[src/rtl/mc_controller.sv]
// Multicycle RISC-V control unit: Moore FSM sequencing fetch/decode/execute/writeback
// for lw, sw, R-type, I-type ALU, beq and jal.
module mc_controller (
  input  logic       clk,
  input  logic       reset,
  input  logic [6:0] op,
  input  logic [2:0] funct3,
  input  logic       funct7b5,
  input  logic       Zero,
  output logic [2:0] ALUControl,
  output logic [1:0] ALUSrcA,
  output logic [1:0] ALUSrcB,
  output logic [1:0] ResultSrc,
  output logic [1:0] ImmSrc,
  output logic       AdrSrc,
  output logic       IRWrite,
  output logic       PCWrite,
  output logic       RegWrite,
  output logic       MemWrite,
  output logic [3:0] state
);

  typedef enum logic [3:0] {
    FETCH    = 4'd0,
    DECODE   = 4'd1,
    MEMADR   = 4'd2,
    MEMREAD  = 4'd3,
    MEMWB    = 4'd4,
    MEMWRITE = 4'd5,
    EXECUTER = 4'd6,
    EXECUTEI = 4'd7,
    ALUWB    = 4'd8,
    BEQ      = 4'd9,
    JAL      = 4'd10
  } state_t;

  localparam logic [6:0] OP_LW    = 7'b0000011;
  localparam logic [6:0] OP_SW    = 7'b0100011;
  localparam logic [6:0] OP_RTYPE = 7'b0110011;
  localparam logic [6:0] OP_ITYPE = 7'b0010011;
  localparam logic [6:0] OP_BEQ   = 7'b1100011;
  localparam logic [6:0] OP_JAL   = 7'b1101111;

  typedef struct packed {
    logic       irwrite;
    logic       pcupdate;
    logic       branch;
    logic       regwrite;
    logic       memwrite;
    logic       adrsrc;
    logic [1:0] alusrca;
    logic [1:0] alusrcb;
    logic [1:0] resultsrc;
    logic [1:0] aluop;
  } ctrl_t;

  state_t state_q;
  state_t state_n;
  ctrl_t  ctrl_q;

  function automatic state_t next_state_f(input state_t s, input logic [6:0] opc);
    state_t n;
    n = FETCH;
    case (s)
      FETCH:  n = DECODE;
      DECODE: begin
        case (opc)
          OP_LW, OP_SW: n = MEMADR;
          OP_RTYPE:     n = EXECUTER;
          OP_ITYPE:     n = EXECUTEI;
          OP_BEQ:       n = BEQ;
          OP_JAL:       n = JAL;
          default:      n = FETCH;
        endcase
      end
      MEMADR:   n = (opc == OP_LW) ? MEMREAD : MEMWRITE;
      MEMREAD:  n = MEMWB;
      EXECUTER: n = ALUWB;
      EXECUTEI: n = ALUWB;
      JAL:      n = ALUWB;
      default:  n = FETCH;
    endcase
    return n;
  endfunction

  // Control word belonging to a state; registered alongside the state so
  // every output below is a clean flop (apart from the reset/Zero gating).
  function automatic ctrl_t ctrl_for(input state_t s);
    ctrl_t c;
    c = '0;
    case (s)
      FETCH: begin
        c.irwrite   = 1'b1;
        c.pcupdate  = 1'b1;
        c.alusrcb   = 2'b10;
        c.resultsrc = 2'b10;
      end
      DECODE: begin
        c.alusrca = 2'b01;
        c.alusrcb = 2'b01;
      end
      MEMADR: begin
        c.alusrca = 2'b10;
        c.alusrcb = 2'b01;
      end
      MEMREAD: begin
        c.adrsrc = 1'b1;
      end
      MEMWB: begin
        c.resultsrc = 2'b01;
        c.regwrite  = 1'b1;
      end
      MEMWRITE: begin
        c.adrsrc   = 1'b1;
        c.memwrite = 1'b1;
      end
      EXECUTER: begin
        c.alusrca = 2'b10;
        c.aluop   = 2'b10;
      end
      EXECUTEI: begin
        c.alusrca = 2'b10;
        c.alusrcb = 2'b01;
        c.aluop   = 2'b10;
      end
      ALUWB: begin
        c.regwrite = 1'b1;
      end
      BEQ: begin
        c.alusrca = 2'b10;
        c.aluop   = 2'b01;
        c.branch  = 1'b1;
      end
      JAL: begin
        c.alusrca  = 2'b01;
        c.alusrcb  = 2'b10;
        c.pcupdate = 1'b1;
      end
      default: c = '0;
    endcase
    return c;
  endfunction

  always_comb begin
    state_n = next_state_f(state_q, op);
  end

  always_ff @(posedge clk) begin
    if (reset) begin
      state_q <= FETCH;
      ctrl_q  <= ctrl_for(FETCH);
    end else begin
      state_q <= state_n;
      ctrl_q  <= ctrl_for(state_n);
    end
  end

  // ALU decoder: subtract only for R-type with funct7b5 set (I-type addi ignores it).
  always_comb begin
    ALUControl = 3'b000;
    case (ctrl_q.aluop)
      2'b00: ALUControl = 3'b000;
      2'b01: ALUControl = 3'b001;
      2'b10: begin
        case (funct3)
          3'b000:  ALUControl = (op[5] & funct7b5) ? 3'b001 : 3'b000;
          3'b010:  ALUControl = 3'b101;
          3'b110:  ALUControl = 3'b011;
          3'b111:  ALUControl = 3'b010;
          default: ALUControl = 3'b000;
        endcase
      end
      default: ALUControl = 3'b000;
    endcase
  end

  always_comb begin
    ImmSrc = 2'b00;
    case (op)
      OP_SW:   ImmSrc = 2'b01;
      OP_BEQ:  ImmSrc = 2'b10;
      OP_JAL:  ImmSrc = 2'b11;
      default: ImmSrc = 2'b00;
    endcase
  end

  // Write enables are masked by reset directly so nothing is written while it is held.
  assign IRWrite   = ctrl_q.irwrite  & ~reset;
  assign PCWrite   = (ctrl_q.pcupdate | (ctrl_q.branch & Zero)) & ~reset;
  assign RegWrite  = ctrl_q.regwrite & ~reset;
  assign MemWrite  = ctrl_q.memwrite & ~reset;
  assign AdrSrc    = ctrl_q.adrsrc;
  assign ALUSrcA   = ctrl_q.alusrca;
  assign ALUSrcB   = ctrl_q.alusrcb;
  assign ResultSrc = ctrl_q.resultsrc;
  assign state     = state_q;

endmodule
[config.mk]
export PLATFORM = sky130hd
export DESIGN_NAME = mc_controller
export DESIGN_NICKNAME = d
export VERILOG_FILES = /design/src/rtl/mc_controller.sv
export SDC_FILE = /design/constraint.sdc
export NUM_CORES = 1
export LEC_CHECK = 0
export CORE_ASPECT_RATIO = 0.9
export CORE_MARGIN = 2
export CORE_UTILIZATION = 42
export DETAILED_ROUTE_END_ITERATION = 16
export GPL_TIMING_DRIVEN = 0
export PLACE_DENSITY = 0.74
export SKIP_LAST_GASP = 1
export SYNTH_ARGS = -nofsm -noshare
export SYNTH_HDL_FRONTEND = slang
export SYNTH_SLANG_ARGS = --single-unit
[constraint.sdc]
create_clock -name clk -period 2.1 [get_ports clk]
set_input_delay 0.315 -clock clk [delete_from_list [all_inputs] [get_ports clk]]
set_output_delay 0.315 -clock clk [all_outputs]
set_load 0.02 [all_outputs]
== Word-level counts from Yosys, hierarchy flattened ==
Cells that the tools add are included.

* Mux-type cells: 17
* Reductions and logical operators: 12
* Div/mod/pow operators: 0
* Bitwise operators: 8
* $add $sub $neg: 0
* Shift operators: 0
* Equal/unequal tests: 27
* $mul: 0
* Magnitude comparators: 0

{| class="wikitable"
|+ Operators by type and width
! cell !! count
|-
| $pmux 4 s5 || 2
|-
| $eq 4x3->1 const B || 6
|-
| $eq 4x2->1 const B || 4
|-
| $eq 4x4->1 const B || 4
|-
| $pmux 2 s2 || 4
|-
| $eq 7x6->1 const B || 2
|-
| $eq 7x7->1 const B || 2
|-
| $pmux 3 s4 || 1
|-
| $reduce_or 2->1 || 6
|-
| $eq 4x1->1 const B || 2
|-
| $logic_not 4->1 || 2
|-
| $eq 7x2->1 const B || 1
|-
| $eq 7x5->1 const B || 1
|-
| $mux 1 || 7
|-
| $and 1x1->1 || 6
|-
| $eq 3x3->1 const B || 2
|-
| $pmux 2 s3 || 1
|-
| $pmux 3 s2 || 1
|-
| $reduce_or 3->1 || 2
|-
| $reduce_or 4->1 || 1
|-
| $eq 3x2->1 const B || 1
|-
| $logic_not 3->1 || 1
|-
| $mux 3 || 1
|-
| $eq 2x1->1 const B || 1
|-
| other kinds (3) || 3
|}

* Bits in read-only memories: 0
* Flip-flop bits (word level): 18
* Output and inout port bits: 20
* Memories kept: 0
* Word-level logic and storage cells: 75
* RAM bits: 0
* Latch bits: 0

== Depth between registers and ports, before layout ==
* Depth in word-level cells: 7
* Depth in mapped cells: 6
* Mapped depth without buffers: 6

== Least setup slack after synthesis ==
Ideal clock, no wire load.

* Kind: reg-to-output
* Start point: register ctrl_q[0] (netlist name)
* End point: output port ALUControl[2]
* Path buffers: 0
* Slack: 0.415 ns
* Stages on the path, launching flop included: 4
* Arrival: 1.370 ns
* Cells stage by stage: dfxtp_1 inv_1 ha_1 nor4_1

* Cells in the longest elaborated chain, start to end: 2

{| class="wikitable"
|+ RTL lines
! item !! line !! text
|-
| from (decl) || 59 || <nowiki>ctrl_t ctrl_q;</nowiki>
|-
| from (signal assigned) || 151 || <nowiki>ctrl_q <= ctrl_for(FETCH);</nowiki>
|-
| from (signal assigned) || 154 || <nowiki>ctrl_q <= ctrl_for(state_n);</nowiki>
|-
| $eq 2x2->1 / $eq 2x1->1 (equally long branches) || 161 || <nowiki>case (ctrl_q.aluop)</nowiki>
|-
| $pmux 3 s2 (*) || 161 ||
|-
| to (decl) || 10 || <nowiki>output logic [2:0] ALUControl,</nowiki>
|}

Mark *: on every way between the ends. The rest lies on a longest branch, timed or not.

== Worst setup path after layout ==
* Start point: input port op[5]
* End point: output port ImmSrc[1]

* Cells in the longest elaborated chain, start to end: 2

{| class="wikitable"
|+ RTL lines
! item !! line !! text
|-
| from (decl) || 6 || <nowiki>input logic [6:0] op,</nowiki>
|-
| $eq 7x7->1 / $eq 7x6->1 (equally long branches) || 179 || <nowiki>case (op)</nowiki>
|-
| $pmux 2 s3 (*) || 179 ||
|-
| to (decl) || 14 || <nowiki>output logic [1:0] ImmSrc,</nowiki>
|}

Marked as above.

==> results.ini <==
[floorplan]
dieArea_mm2=0.00245
core_area_mm2=0.00193
die_y_um=47.1
pin_count=34
num_rows=15
initial_core_util_pct=44.9
fp.dieW_um=51.9

[setup_path]
slowest_delay_ns=0.57
endpoint_kind=output port
required_ns=1.78
arrival_ns=1.72
crit-reg2reg-launch=state[1]
path_cells=clkdlybuf4s50_1 -> and3b_1 -> and4_4 -> dlygate4sd2_1
cp_slowest_cell=clkdlybuf4s50_1
crit_end=ImmSrc[1]
rr_endpoint=ALUSrcB[0]
reg2reg_depth=5
crit_start=op[5]
worstSetupPathType=primary input to output port
start_kind=primary input
r2r_slack_ns=0.30
cp_max_fo=6

[logic_synthesis]
synth-simple-area-share_pct=32.3
synth-xor-area-share_pct=1.01
syn_avg_cell_area_um2=9.05
synth_compound_area_share_pct=19.9
synth.area.mux_share_pct=1.15
syn-num-nets=112
synthAdderAreaFrac_pct=2.88
yosysSeqAreaShare_pct=34.6
netlist.area_leader.share_pct=34.6
synthArstFlopShare_pct=0
synth.distinct_cells=40
yosysTopAreaCell=dfxtp_1
synth_top_family_by_area=simple AND/OR/NAND/NOR gates
synth_edf_count=0
syn_inst=96
syn-cell-area_um2=868
synth_area_leaders=dfxtp_1 (35%), buf_4 (5.2%), nor2_1 (4.3%)
ys.flop_type=dfxtp_1
ys.warnings.count=0
ys_seq_elements=15

[placement]
io_buffers=33
dp_slack_ns=-0.301
hpwl_um=1460
globalplace.congestion=0.748

[detailed_routing]
vias_per_cell=5.23
drt-pass1-iter-count=4
drc=0
drtIter0Drc=16
routed_wire_length_per_instance_um=12.0
vias=827
wirelength_um=1890
ant_nets=0

[layout]
fin_util_pct=64.8
n_antenna_cell=0
nFillCells=171
final_cell_mix=clkdlybuf4s50_1 (25), dfxtp_1 (15), nor2_1 (10)
layout_commonest_cell=clkdlybuf4s50_1
nets=150
drive_gt1_share_pct=16.5
multi_input_area_um2=497
area.growth.synth_to_final_pct=44.2
regArea_um2=300

[flow_run]
drv_cap=0

[timing]
period_share_pct=97.0
max_slew_margin_pct=74.0
finalMaxSlewViolations=0
setup_violations=0
max_freq_mhz=491
worst_pin_slew_ns=0.389
whs_ns=0.740
hold_violations=0
fin_skew_ns=0.000837
rsz0062_at_grt=no
fin_ws_ns=0.0629
min_period_ns=2.04

[global_route]
grt_pass1_wl_um=3090
first_global_vias=737
grtUsageTotal_pct=17.0
grt_max_degree=11
grt-ovfl-total=0
antenna_found_initial=0

[clocking]
clkLatencyLatePin_ns=0.28
cts.sink_count=15
cts_tree=built
numCtsBuffers=3
clk_pin_slew_ns=0.08
clockRootBuffer=clkbuf_4
cts_htree_levels=1
clockBufferDepth=2

[outcome]
outcome=finished, final reports clean

[pwr]
leakage_nw=0.499
irDropWorstVdd_mv=0.403
powerDensity_mw_per_mm2=464

[hold_path]
hold_path_class=primary input to register
hp-start=reset

sequential cells by signal (all words and copies together) (netlist names):
name and cells:
ctrl_q 6, state 4, ALUSrcA 2, ALUSrcB 1, AdrSrc 1, ResultSrc 1
how the worst min path moves through the flow:
stage	endpoint	slack (ns)	cells past startpoint
floorplan	state[2]	0.40	1
global placement	ALUSrcA[0]	0.74	3
detailed placement	ALUSrcA[0]	0.75	3
CTS	state[2]	0.73	2
global route	state[2]	0.76	2
finish	state[2]	0.74	2
per-stage QoR:
step	TNS [ns]	area (um2)	cells	power, mW
after floorplan	0	868	96	0.368
after global placement	-1.11	1230	154	0.429
after detailed placement	-1.22	1230	154	0.432
after CTS	-0.0190	1250	158	0.588
after global routing	0	1250	158	0.608
final	0	1250	158	0.581
power by group:
group / switching, mW / internal (mW) / leakage (nW)
Combinational: 0.0568 / 0.0674 / 0.358
Clock: 0.0865 / 0.0708 / 0.0177
Sequential: 0.00650 / 0.293 / 0.123
logic make-up after synthesis:
kind of cell | after synthesis
AND/OR/NAND/NOR | 44
buffers and inverters | 13
adder cells (fa/ha/maj) | 2
flip-flops | 15
XOR/XNOR | 1
multiplexers | 1
AO/OA/AOI/OAI | 20
cells in the mapped netlist (2+ instances only):
| cell type | n |
|---|---|
| nor2_1 | 10 |
| a21oi_1 | 7 |
| a31oi_1 | 2 |
| nand3_1 | 5 |
| ha_1 | 2 |
| o22a_1 | 2 |
| buf_4 | 6 |
| inv_1 | 5 |
| dfxtp_1 | 15 |
| nor2b_1 | 3 |
| nor3_1 | 5 |
| nand2_1 | 4 |
| nand2b_1 | 3 |
timing repair:
item / 4_1_cts / 5_1_grt
gates resized for setup: 7 / 4
setup endpoints to repair: 8 / 3
hold buffers: 0 / 0
setup buffers: 0 / 0
layer usage:
metal	wire [um]	GRT usage, %	vias to the layer above
li1	-	-	421
met5	0	0	-
met2	909	27.8	27
met1	846	22.1	379
met3	136	6.05	0
met4	0	3.16	0
final cells by class:
cell class	instances	area share (%)
tap	25	2.50
buffer	7	4.00
inverter	6	1.80
clock buffer	3	1.80
clock inverter	1	0.400
timing repair buffer	33	25.9
sequential	15	24.0
multi-input combinational	68	39.7
critical path: cells and delay by family:
family | cells | cell delay [ns]
buf+inv | 2 | 0.90
simple gates | 2 | 0.50
No activity file was read; power rests on OpenSTA's default activity.
